[src/rtl/camera_st_pkg.sv]
// Shared types for the camera capture front-end: FSM states, beat framing flags
// and the helper that sizes a FIFO entry (framing flags plus pixel data).
package camera_st_pkg;

  typedef enum logic [2:0] {
    IDLE   = 3'd0,
    ARMED  = 3'd1,
    ACTIVE = 3'd2,
    SKIP   = 3'd3,
    DROP   = 3'd4
  } state_e;

  localparam int CTRL_W = 2;

  typedef struct packed {
    logic sop;
    logic eop;
  } beat_ctrl_t;

  function automatic int fifo_width(input int data_w);
    return data_w + CTRL_W;
  endfunction

endpackage

[src/rtl/camera_st_if.sv]
// Avalon-ST style video stream bundle (ready latency 0) between the capture
// block and its downstream consumer.
interface camera_st_if #(
  parameter int W = 12
);
  logic [W-1:0] data;
  logic         valid;
  logic         ready;
  logic         sop;
  logic         eop;

  modport master (output data, output valid, output sop, output eop, input ready);
  modport slave  (input data, input valid, input sop, input eop, output ready);
endinterface

[src/rtl/camera_st_fifo.sv]
// Synchronous show-ahead FIFO: the head entry is visible on o_data whenever
// o_empty is low; o_count lets the writer keep a reserved slot.
module camera_st_fifo #(
  parameter  int WIDTH = 14,
  parameter  int DEPTH = 64,
  localparam int AW    = $clog2(DEPTH),
  localparam int CW    = AW + 1
) (
  input  logic             clk,
  input  logic             reset,
  input  logic             i_push,
  input  logic [WIDTH-1:0] i_data,
  input  logic             i_pop,
  output logic [WIDTH-1:0] o_data,
  output logic             o_empty,
  output logic [CW-1:0]    o_count
);
  logic [WIDTH-1:0] r_mem [DEPTH];
  logic [AW-1:0]    r_wr_ptr;
  logic [AW-1:0]    r_rd_ptr;
  logic [CW-1:0]    r_count;
  logic             w_wr;
  logic             w_rd;

  assign w_wr = i_push & (r_count != CW'(DEPTH));
  assign w_rd = i_pop & (r_count != '0);

  always_ff @(posedge clk) begin
    if (w_wr) r_mem[r_wr_ptr] <= i_data;
  end

  // Pointers wrap naturally because DEPTH is a power of two.
  always_ff @(posedge clk) begin
    if (reset) begin
      r_wr_ptr <= '0;
      r_rd_ptr <= '0;
      r_count  <= '0;
    end else begin
      if (w_wr) r_wr_ptr <= r_wr_ptr + AW'(1);
      if (w_rd) r_rd_ptr <= r_rd_ptr + AW'(1);
      case ({w_wr, w_rd})
        2'b10:   r_count <= r_count + CW'(1);
        2'b01:   r_count <= r_count - CW'(1);
        default: r_count <= r_count;
      endcase
    end
  end

  assign o_data  = r_mem[r_rd_ptr];
  assign o_empty = (r_count == '0);
  assign o_count = r_count;
endmodule

[src/rtl/camera_st_capture.sv]
// Camera parallel-port capture: turns fval/lval timing into a framed video
// stream through a one-beat staging register and a backpressured FIFO.
module camera_st_capture
  import camera_st_pkg::*;
#(
  parameter int DATA_W      = 12,
  parameter int PIX_PER_CLK = 1,
  parameter int FIFO_DEPTH  = 64,
  parameter int DIM_W       = 12
) (
  input  logic                          clk,
  input  logic                          reset,
  input  logic [DATA_W*PIX_PER_CLK-1:0] i_cam_d,
  input  logic                          i_cam_fval,
  input  logic                          i_cam_lval,
  input  logic                          i_enable,
  input  logic [3:0]                    i_frame_skip,
  camera_st_if.master                   src,
  output logic [15:0]                   o_frame_count,
  output logic [DIM_W-1:0]              o_line_width,
  output logic [DIM_W-1:0]              o_frame_height,
  output logic                          o_overflow,
  input  logic                          i_overflow_clr
);
  localparam int PW = DATA_W * PIX_PER_CLK;
  localparam int FW = fifo_width(PW);
  localparam int CW = $clog2(FIFO_DEPTH) + 1;

  typedef struct packed {
    beat_ctrl_t    ctrl;
    logic [PW-1:0] data;
  } beat_t;

  logic [PW-1:0]    r_cam_d;
  logic             r_fval, r_lval, r_fval_d, r_lval_d;
  state_e           r_state, w_next;
  logic [PW-1:0]    r_stage_data;
  logic             r_stage_sop, r_stage_vld, r_first;
  logic [3:0]       r_skip_cnt;
  logic [DIM_W-1:0] r_line_beats, r_lines;
  logic             w_rise, w_fall, w_beat, w_go, w_start, w_room;
  logic             w_close, w_hit, w_take, w_push, w_pop, w_empty, w_in_frame;
  logic [CW-1:0]    w_count;
  beat_t            w_push_beat, w_head;
  logic [FW-1:0]    w_fifo_out;

  // Input pipeline carries no reset so a reset mid-frame still sees the live fval level.
  always_ff @(posedge clk) begin
    r_cam_d  <= i_cam_d;
    r_fval   <= i_cam_fval;
    r_lval   <= i_cam_lval;
    r_fval_d <= r_fval;
    r_lval_d <= r_lval;
  end

  assign w_rise     = r_fval & ~r_fval_d;
  assign w_fall     = ~r_fval & r_fval_d;
  assign w_beat     = r_fval & r_lval;
  assign w_go       = i_enable & (r_skip_cnt == 4'd0);
  assign w_start    = (r_state == ARMED) & w_rise & w_go;
  assign w_in_frame = (r_state == ACTIVE) | (r_state == DROP);
  assign w_room     = w_count < CW'(FIFO_DEPTH - 1);
  assign w_hit      = (r_state == ACTIVE) & w_beat & r_stage_vld & ~w_room;
  assign w_take     = (w_start | (r_state == ACTIVE)) & w_beat & ~w_hit;
  assign w_close    = w_in_frame & w_fall & r_stage_vld;
  assign w_push     = (w_take & r_stage_vld) | w_close;

  always_ff @(posedge clk) begin
    if (reset) r_state <= IDLE;
    else       r_state <= w_next;
  end

  always_comb begin
    w_next = r_state;
    case (r_state)
      IDLE:   if (!r_fval) w_next = ARMED;
      ARMED:  if (w_rise) w_next = w_go ? ACTIVE : SKIP;
      ACTIVE: begin
        if (w_fall)     w_next = ARMED;
        else if (w_hit) w_next = DROP;
      end
      SKIP, DROP: if (w_fall) w_next = ARMED;
      default: w_next = IDLE;
    endcase
  end

  // The staged beat is only pushed once its successor (or the frame end) shows up,
  // which is what lets the last beat of a frame carry eop.
  always_ff @(posedge clk) begin
    if (reset) begin
      r_stage_data   <= '0;
      r_stage_sop    <= 1'b0;
      r_stage_vld    <= 1'b0;
      r_first        <= 1'b0;
      r_skip_cnt     <= 4'd0;
      r_line_beats   <= '0;
      r_lines        <= '0;
      o_frame_count  <= 16'd0;
      o_line_width   <= '0;
      o_frame_height <= '0;
      o_overflow     <= 1'b0;
    end else begin
      if ((r_state == ARMED) && w_rise)
        r_skip_cnt <= (r_skip_cnt >= i_frame_skip) ? 4'd0 : r_skip_cnt + 4'd1;
      if (w_start) begin
        r_first      <= 1'b1;
        r_lines      <= w_beat ? DIM_W'(1) : '0;
        r_line_beats <= w_beat ? DIM_W'(1) : '0;
      end else if (w_in_frame && w_beat) begin
        if (!r_lval_d) begin
          r_lines      <= r_lines + DIM_W'(1);
          r_line_beats <= DIM_W'(1);
        end else begin
          r_line_beats <= r_line_beats + DIM_W'(1);
        end
      end
      if (w_take) begin
        r_stage_data <= r_cam_d;
        r_stage_sop  <= w_start | r_first;
        r_stage_vld  <= 1'b1;
        r_first      <= 1'b0;
      end
      if (w_close) begin
        r_stage_vld    <= 1'b0;
        o_frame_count  <= o_frame_count + 16'd1;
        o_line_width   <= r_line_beats;
        o_frame_height <= r_lines;
      end
      if (w_hit || ((r_state == DROP) && w_beat)) o_overflow <= 1'b1;
      else if (i_overflow_clr)                    o_overflow <= 1'b0;
    end
  end

  always_comb begin
    w_push_beat.ctrl.sop = r_stage_sop;
    w_push_beat.ctrl.eop = w_close;
    w_push_beat.data     = r_stage_data;
  end

  assign w_pop = ~w_empty & src.ready;

  camera_st_fifo #(
    .WIDTH(FW),
    .DEPTH(FIFO_DEPTH)
  ) u_fifo (
    .clk     (clk),
    .reset   (reset),
    .i_push  (w_push),
    .i_data  (w_push_beat),
    .i_pop   (w_pop),
    .o_data  (w_fifo_out),
    .o_empty (w_empty),
    .o_count (w_count)
  );

  assign w_head    = w_fifo_out;
  assign src.valid = ~w_empty;
  assign src.data  = w_head.data;
  assign src.sop   = w_head.ctrl.sop;
  assign src.eop   = w_head.ctrl.eop;
endmodule
[src/flat_wrapper.sv]
// flat-port wrapper written by rule: the top's interface ports become plain ports
module camera_st_capture_flat import camera_st_pkg::*;
#(
  parameter int DATA_W      = 12,
  parameter int PIX_PER_CLK = 1,
  parameter int FIFO_DEPTH  = 64,
  parameter int DIM_W       = 12
)
  (clk, reset, i_cam_d, i_cam_fval, i_cam_lval, i_enable, i_frame_skip, o_frame_count, o_line_width, o_frame_height, o_overflow, i_overflow_clr, src_data, src_valid, src_sop, src_eop, src_ready);
  camera_st_if src_i ();
  input  logic clk;
  input  logic reset;
  input  logic [DATA_W*PIX_PER_CLK-1:0] i_cam_d;
  input  logic i_cam_fval;
  input  logic i_cam_lval;
  input  logic i_enable;
  input  logic [3:0] i_frame_skip;
  output logic [15:0] o_frame_count;
  output logic [DIM_W-1:0] o_line_width;
  output logic [DIM_W-1:0] o_frame_height;
  output logic o_overflow;
  input  logic i_overflow_clr;
  output wire logic [$bits(src_i.data)-1:0] src_data;
  output wire logic [$bits(src_i.valid)-1:0] src_valid;
  output wire logic [$bits(src_i.sop)-1:0] src_sop;
  output wire logic [$bits(src_i.eop)-1:0] src_eop;
  input wire logic [$bits(src_i.ready)-1:0] src_ready;
  assign src_data = src_i.data;
  assign src_valid = src_i.valid;
  assign src_sop = src_i.sop;
  assign src_eop = src_i.eop;
  assign src_i.ready = src_ready;
  camera_st_capture #(.DATA_W(DATA_W), .PIX_PER_CLK(PIX_PER_CLK), .FIFO_DEPTH(FIFO_DEPTH), .DIM_W(DIM_W)) u_core (.clk(clk), .reset(reset), .i_cam_d(i_cam_d), .i_cam_fval(i_cam_fval), .i_cam_lval(i_cam_lval), .i_enable(i_enable), .i_frame_skip(i_frame_skip), .src(src_i), .o_frame_count(o_frame_count), .o_line_width(o_line_width), .o_frame_height(o_frame_height), .o_overflow(o_overflow), .i_overflow_clr(i_overflow_clr));
endmodule
[config.mk]
export PLATFORM = sky130hd
export DESIGN_NAME = camera_st_capture_flat
export DESIGN_NICKNAME = d
export VERILOG_FILES = /design/src/rtl/camera_st_pkg.sv /design/src/rtl/camera_st_if.sv /design/src/rtl/camera_st_fifo.sv /design/src/rtl/camera_st_capture.sv /design/src/flat_wrapper.sv
export SDC_FILE = /design/constraint.sdc
export NUM_CORES = 1
export LEC_CHECK = 0
export ABC_CLOCK_PERIOD_IN_PS = 6300
export BUFFER_PORTS_ARGS = -buffer_cell sky130_fd_sc_hd__buf_4
export CAP_MARGIN = 5
export CORE_AREA = 10 10 327 329
export DETAILED_ROUTE_END_ITERATION = 16
export DIE_AREA = 0 0 337 339
export PLACE_DENSITY = 0.58
export SYNTH_ARGS = -nofsm -noshare
export SYNTH_HDL_FRONTEND = slang
export SYNTH_SLANG_ARGS = --single-unit
export TNS_END_PERCENT = 10
[constraint.sdc]
create_clock -name clk -period 6.3 [get_ports clk]
set_clock_uncertainty 0.05 [all_clocks]
set_input_delay 0.63 -clock clk [delete_from_list [all_inputs] [get_ports clk]]
set_output_delay 0.63 -clock clk [all_outputs]
set_load 0.01 [all_outputs]
---- Yosys cells after proc, flatten, opt, wreduce, memory -nomap -nowiden ----
Memory sizes are Yosys's and may differ from the RTL's. A register that Yosys moved wholly into a read port is not among the register bits.
Index checks and enable logic that the tools add are counted.
word-level totals
  logic and storage cells ................. 107
  RAM bits ................................ 896
  input bits .............................. 23
  latch bits .............................. 0
  bits in read-only memories .............. 0
  memories ................................ 1
  register bits ........................... 122
  output and inout port bits .............. 56
cells by class
  shift operators ......................... 0
  add/sub/neg operators ................... 8
  reduce and logical (&&, ||, !) cells .... 16
  equality and inequality tests ........... 12
  mux-type cells .......................... 22
  div/mod/pow operators ................... 0
  multiply operators ...................... 0
  $lt $le $gt $ge ......................... 2
  bitwise operators ....................... 26
memories
  memory               depth  bits a word  rd ports  clocked after Yosys merged registers in  wr ports  line                  source
  u_core.u_fifo.r_mem  64     14           1         1                                        1         camera_st_fifo.sv:18  logic [WIDTH-1:0] r_mem [DEPTH];
operators by type and width
  kind                                                                          number
  12-bit two-way mux                                                            6
  12-bit by 1-bit adder with 12-bit output, second input constant               2
  1-bit AND                                                                     17
  16-bit by 1-bit adder with 16-bit output, second input constant               1
  3-bit two-way mux                                                             5
  7-bit one-hot mux with 2 select lines                                         1
  6-bit by 1-bit adder with 6-bit output, second input constant                 2
  6-bit two-way mux                                                             2
  3-bit one-hot mux with 4 select lines                                         1
  7-bit by 1-bit adder with 7-bit output, second input constant                 1
  7-bit logical NOT                                                             1
  7-bit by 6-bit less-than comparator with 1-bit output, second input constant  1
  7-bit != test, second input constant                                          1
  7-bit nonzero test                                                            1
  7-bit by 1-bit subtractor with 7-bit output, second input constant            1
  3-bit by 2-bit equality test with 1-bit output, second input constant         2
  1-bit two-way mux                                                             6
  2-bit nonzero test                                                            3
  2-bit OR reduction                                                            3
  1-bit NOT                                                                     5
  4-bit by 1-bit adder with 4-bit output, second input constant                 1
  4-bit greater-or-equal comparator                                             1
  4-bit logical NOT                                                             1
  4-bit two-way mux                                                             1
  other kinds (13)                                                              20

---- Logic depth before layout (Yosys ltp) ----
  depth after elaboration ................. 12
  depth in mapped cells ................... 16
  mapped depth without buffers ............ 13

---- Cells and area by module ----
A second synthesis with hierarchy kept.
unflattened totals
  cell total of the unflattened synthesis .. 2,117
  area total of the unflattened synthesis .. 39,893.3 um^2
by module, submodules not included
  module             times used  area an instance (um^2)  sequential area each (um^2)  cells each
  camera_st_fifo     1           35,670.5                 27,406.3                     1,655
  camera_st_capture  1           4,222.8                  2,062.0                      462

---- Worst setup path before layout ----
No wires, ideal clock.
  path kind ............................... input -> register
  from .................................... in i_enable
  to ...................................... reg u_core.u_fifo.r_count[4], in the netlist u_core.u_fifo.o_count[4]
  buffers on the path ..................... 2
  slack ................................... 2.205 ns
  library setup time ...................... 0.121 ns
  arrival ................................. 3.924 ns
  cell stages on the path ................. 13
  data required time ...................... 6.129 ns
  cells stage by stage .................... or4bb_1 > nor4_4 > o311ai_1 > ha_1 > clkbuf_1 > clkbuf_1 > xor2_1 > ha_1 > a21oi_1 > and3b_1 > a211oi_1 > mux2i_1 > mux2_2
on the way
  cells in the longest elaborated chain, start to end .. 10
  elaborated cells on any way between the ends .. 12
  those cells by class .................... eq/ne: 2; mux: 1; bitwise: 8; reduce/logical: 1
RTL lines
  what                                                                                          line                     source
  start: declaration                                                                            flat_wrapper.sv:16       input logic i_enable;
  1-bit AND (*)                                                                                 camera_st_capture.sv:59  assign w_go = i_enable & (r_skip_cnt == 4'd0);
  1-bit AND (*)                                                                                 camera_st_capture.sv:60  assign w_start = (r_state == ARMED) & w_rise & w_go;
  1-bit bitwise OR (*)                                                                          camera_st_capture.sv:64  assign w_take = (w_start | (r_state == ACTIVE)) & w_beat & ~w_hit;
  1-bit AND (*) (2 in series)                                                                   camera_st_capture.sv:64
  1-bit AND (*)                                                                                 camera_st_capture.sv:66  assign w_push = (w_take & r_stage_vld) | w_close;
  1-bit bitwise OR (*)                                                                          camera_st_capture.sv:66
  1-bit AND (*)                                                                                 camera_st_fifo.sv:25     assign w_wr = i_push & (r_count != CW'(DEPTH));
  2-bit by 1-bit equality test with 1-bit output / 2-bit equality test (equally long branches)  camera_st_fifo.sv:41     case ({w_wr, w_rd})
  7-bit one-hot mux with 2 select lines / 2-bit nonzero test (equally long branches)            n/a
  end signal: assignment                                                                        camera_st_fifo.sv:42     2'b10: r_count <= r_count + CW'(1);
  end signal: assignment                                                                        camera_st_fifo.sv:43     2'b01: r_count <= r_count - CW'(1);
  end signal: assignment                                                                        camera_st_fifo.sv:44     default: r_count <= r_count;
  end: declaration                                                                              camera_st_fifo.sv:21     logic [CW-1:0] r_count;
Mark *: on every way between the ends. The rest lies on a longest branch, timed or not.
A chain may end at the register's enable or synchronous reset.

---- Worst setup path after layout ----
  from .................................... reg u_core.r_state[1]
  to ...................................... reg u_core.u_fifo.r_count[6], in the netlist u_core.u_fifo.o_count[6]
on the way
  cells in the longest elaborated chain, start to end .. 11
  elaborated cells on any way between the ends .. 22
  those cells by class .................... eq/ne: 5; mux: 1; bitwise: 15; reduce/logical: 1
RTL lines
  what                                                                                                                     line                                              source
  start: declaration                                                                                                       camera_st_capture.sv:36                           state_e r_state, w_next;
  start signal: assignment                                                                                                 camera_st_capture.sv:70                           else r_state <= w_next;
  3-bit by 1-bit equality test with 1-bit output / 3-bit by 2-bit equality test with 1-bit output (equally long branches)  n/a
  1-bit AND, on equally long branches (2 in series)                                                                        camera_st_capture.sv:60, camera_st_capture.sv:63
  1-bit bitwise OR / 1-bit AND (equally long branches)                                                                     camera_st_capture.sv:64, camera_st_capture.sv:63
  1-bit AND / 1-bit NOT (equally long branches)                                                                            camera_st_capture.sv:64
  1-bit AND                                                                                                                camera_st_capture.sv:64
  1-bit AND                                                                                                                camera_st_capture.sv:66
  1-bit bitwise OR (*)                                                                                                     camera_st_capture.sv:66
  1-bit AND (*)                                                                                                            camera_st_fifo.sv:25
  2-bit by 1-bit equality test with 1-bit output / 2-bit equality test (equally long branches)                             camera_st_fifo.sv:41
  7-bit one-hot mux with 2 select lines / 2-bit nonzero test (equally long branches)                                       n/a
Marks and branches as above.

==> results.cfg <==
[status]
status = finished clean

[place]
place_area_sq_um = 42500
place_hpwl_um = 60200
io_buffer_count = 78
gp_congestion = 0.789

[cells_and_area]
final_cell_area_sq_um = 46000
layout-drive-gt1-share = 0.262
diodes = 0
area_growth_pct = 15.6
nets = 2363

[clock_network]
cts_inserted_buffers = 101
cts_tree = done
insertion_delay_ns = 0.67
cts.sinks = 1024
post_cts_resized = 0
post_cts_buffers = 0
clockBufferDepth = 3
htree_levels = 3
ctsHoldBuffers = 14
root_buffer = clkbuf_16
clk_pin_slew_ns = 0.06

[setup_path]
r2r-end = u_core.u_fifo.o_count[6]
path_class = flop to flop
cp-start-kind = flop
crit_required_ns = 6.76
r2r_slack_ns = 1.30
crit_fanout = 26
critPathCaptureType = flop
cp.arrival_ns = 5.46
ff2ff_path_depth = 12
reg2reg_from = u_core.r_state[1]

[timing]
finalCritPeriodShare = 0.794
slew_violations = 0
rsz0062_at_grt = false
worstMarginPinSlew_ns = 1.25
finalCriticalPeriod_ns = 5.00
finalSetupViolCount = 0
max_freq_mhz = 200
totalNegativeSetupSlack_ns = 0
hold_viol = 0
max_slew_margin = 0.161

[global_route]
grt_max_degree = 94
grt_pass1_wl_um = 146000
grt_antenna_before_repair = 2
first_global_vias = 21400
track_usage = 0.172
grt-ovfl-total = 0

[run]
drv_cap = 0

[drt]
routedWlPerCell_um = 26.6
drt_wl_total_um = 98600
viasPerCell = 5.64
firstDrtPassIters = 5
drt_iter0_markers = 2137
drc = 0
vias = 20900
drtAntennaViolNets = 0

[yosys]
yosysWarningCount = 0
synth_top_area_share = 0.676
synthTopCellsByArea = edfxtp_1 (68%), mux4_2 (13%), dfxtp_1 (6.4%)
syn-instance-count = 2161
synth-seq-area-share = 0.740
async_reset_ff_frac = 0
synth_top_area_cell = edfxtp_1
ys_ff_latch = 1024
syn_nets = 2198
synth_common_cells = edfxtp_1 (896), mux4_2 (226), nor2_1 (136)
synthesis.area_sq_um = 39800
synth-edff-count = 896
synthDistinctLibCells = 66
syn_area_per_cell_sq_um = 18.4
synthFlopType = edfxtp_1
yosysMostFrequentCell = edfxtp_1

[floorplanning]
io_pins = 79
fp.dieArea_sq_um = 114000
die_h_um = 339
rows = 116
core_area_sq_um = 99900
start_util = 0.399
die_x_um = 337

[worst_hold_path]
hp-start = i_overflow_clr
min_path_type = primary input to flop
worstHoldPathCells = 4
min_to = u_core.o_overflow

[power_and_ir_drop]
ir_drop_mv = 0.208
cellLeakagePower_nw = 16.6
p_per_area_nw_per_um2 = 314
## state kept, by name, indices dropped and copies added, names as in the netlist, 3 cells and up, named ones only
register and cells:
u_core.u_fifo.r_rd_ptr 6, u_core.r_line_beats 12, u_core.o_line_width 12, u_core.r_cam_d 12, u_core.o_frame_height 12, u_core.u_fifo.r_wr_ptr 6
u_core.u_fifo.r_mem 896, u_core.r_stage_data 12, u_core.r_lines 12, u_core.r_skip_cnt 4, u_core.r_state 3, u_core.o_frame_count 16
u_core.u_fifo.o_count 7
## worst max-delay path: stages, from the launching register on
cell       delay (ns)
dfxtp_1          0.54
xnor2_1          0.25
or3_1            0.77
clkinv_2         0.16
o311ai_1         0.76
ha_1             0.63
xor2_1           0.13
ha_1             0.23
a21oi_1          0.23
o21ai_0          0.17
a2111oi_0        0.60
mux2i_1          0.24
o211ai_1         0.09
## worst max path at each step
stage / startpoint / end / slack (ns) / depth (start not counted)
5_1_grt: u_core.r_state[1] / u_core.u_fifo.o_count[6] / 0.74 / 12
3_5_place_dp: u_core.r_state[1] / u_core.u_fifo.o_count[6] / 1.27 / 12
3_3_place_gp: u_core.r_state[1] / u_core.u_fifo.o_count[6] / 1.41 / 12
2_1_floorplan: i_enable / u_core.u_fifo.o_count[4] / 2.20 / 13
6_report: u_core.r_state[1] / u_core.u_fifo.o_count[6] / 1.30 / 12
4_1_cts: u_core.r_state[1] / u_core.u_fifo.o_count[6] / 1.26 / 12
## logic make-up after synthesis
family | count (synthesis) | share of synthesized area
AOI/OAI and AO/OA | 228 | 0.0380
xor gates and xnor gates | 44 | 0.00968
adders and majority gates | 14 | 0.00440
buffers and inverters | 143 | 0.0152
DFF | 1024 | 0.740
muxes | 265 | 0.138
and+or+nand+nor | 443 | 0.0549
## power by group
group | internal, mW | switching [mW] | total [mW]
clock | 3.52 | 2.55 | 6.07
combinational | 0.463 | 0.507 | 0.971
sequential | 7.30 | 0.0902 | 7.39
total | 11.3 | 3.15 | 14.4
## cells in the final DEF (no fill, tap or decap), types with 7 or more instances in the layout
cell type      Yosys  final
xor2_1            35     35
xnor2_1            9      9
mux2_2             8      8
o22ai_1           57     57
o211ai_1          13     13
a21o_1            15     15
edfxtp_1         896    896
buf_4              2    158
nor4_1            19     18
dlygate4sd3_1      0     14
dfxtp_2            0     12
and3_1             7      7
nand2b_1          21     21
nor2_1           136    135
a211oi_1          19     19
ha_1              14     14
nand2_1           95     95
mux4_2           226    226
buf_12             0      9
bufinv_16          0     11
nor2_2             8      9
a2111oi_0          7      7
nand3_1           17     17
and2_1             7      7
o21ai_0           26     26
clkinv_1           0     14
clkinv_2           0     24
nand4_1           14     14
mux2i_1           31     31
nor3_2             1     31
inv_1             21     21
a21oi_1           52     52
clkbuf_1          61     19
or3_1             14     14
nor2b_1           14     14
clkbuf_16          0    103
dfxtp_1          128    111
nor3_1            56     24
## area by class of cell
class / instances / area (sq um)
Clock buffer: 127 / 2720
Clock inverter: 58 / 642
Fill cell: 8379 / 53800
Inverter: 22 / 83.8
Multi-Input combinational cell: 994 / 9940
Sequential cell: 1024 / 29500
Tap cell: 1298 / 1620
Timing Repair Buffer: 183 / 1530
## per-stage QoR
stage                      util  hold WS, ns  setup slack [ns]  power, mW  std cells
after CTS                 0.461        0.255              1.26       14.6       3705
after global routing      0.461        0.314             0.741       14.9       3706
after detailed placement  0.426        0.318              1.27       8.53       3506
final                     0.461        0.296              1.30       14.4       3706
after global placement    0.426        0.317              1.41       8.52       3505
after floorplan               -        0.294              2.20       8.19       2161
## per-layer routing
metal | wire [um] | GRT usage
met5 | 0 | 0
met4 | 2520 | 0.0522
met3 | 8350 | 0.0444
met2 | 46000 | 0.264
met1 | 41800 | 0.238
No activity file was read; power rests on OpenSTA's default activity.
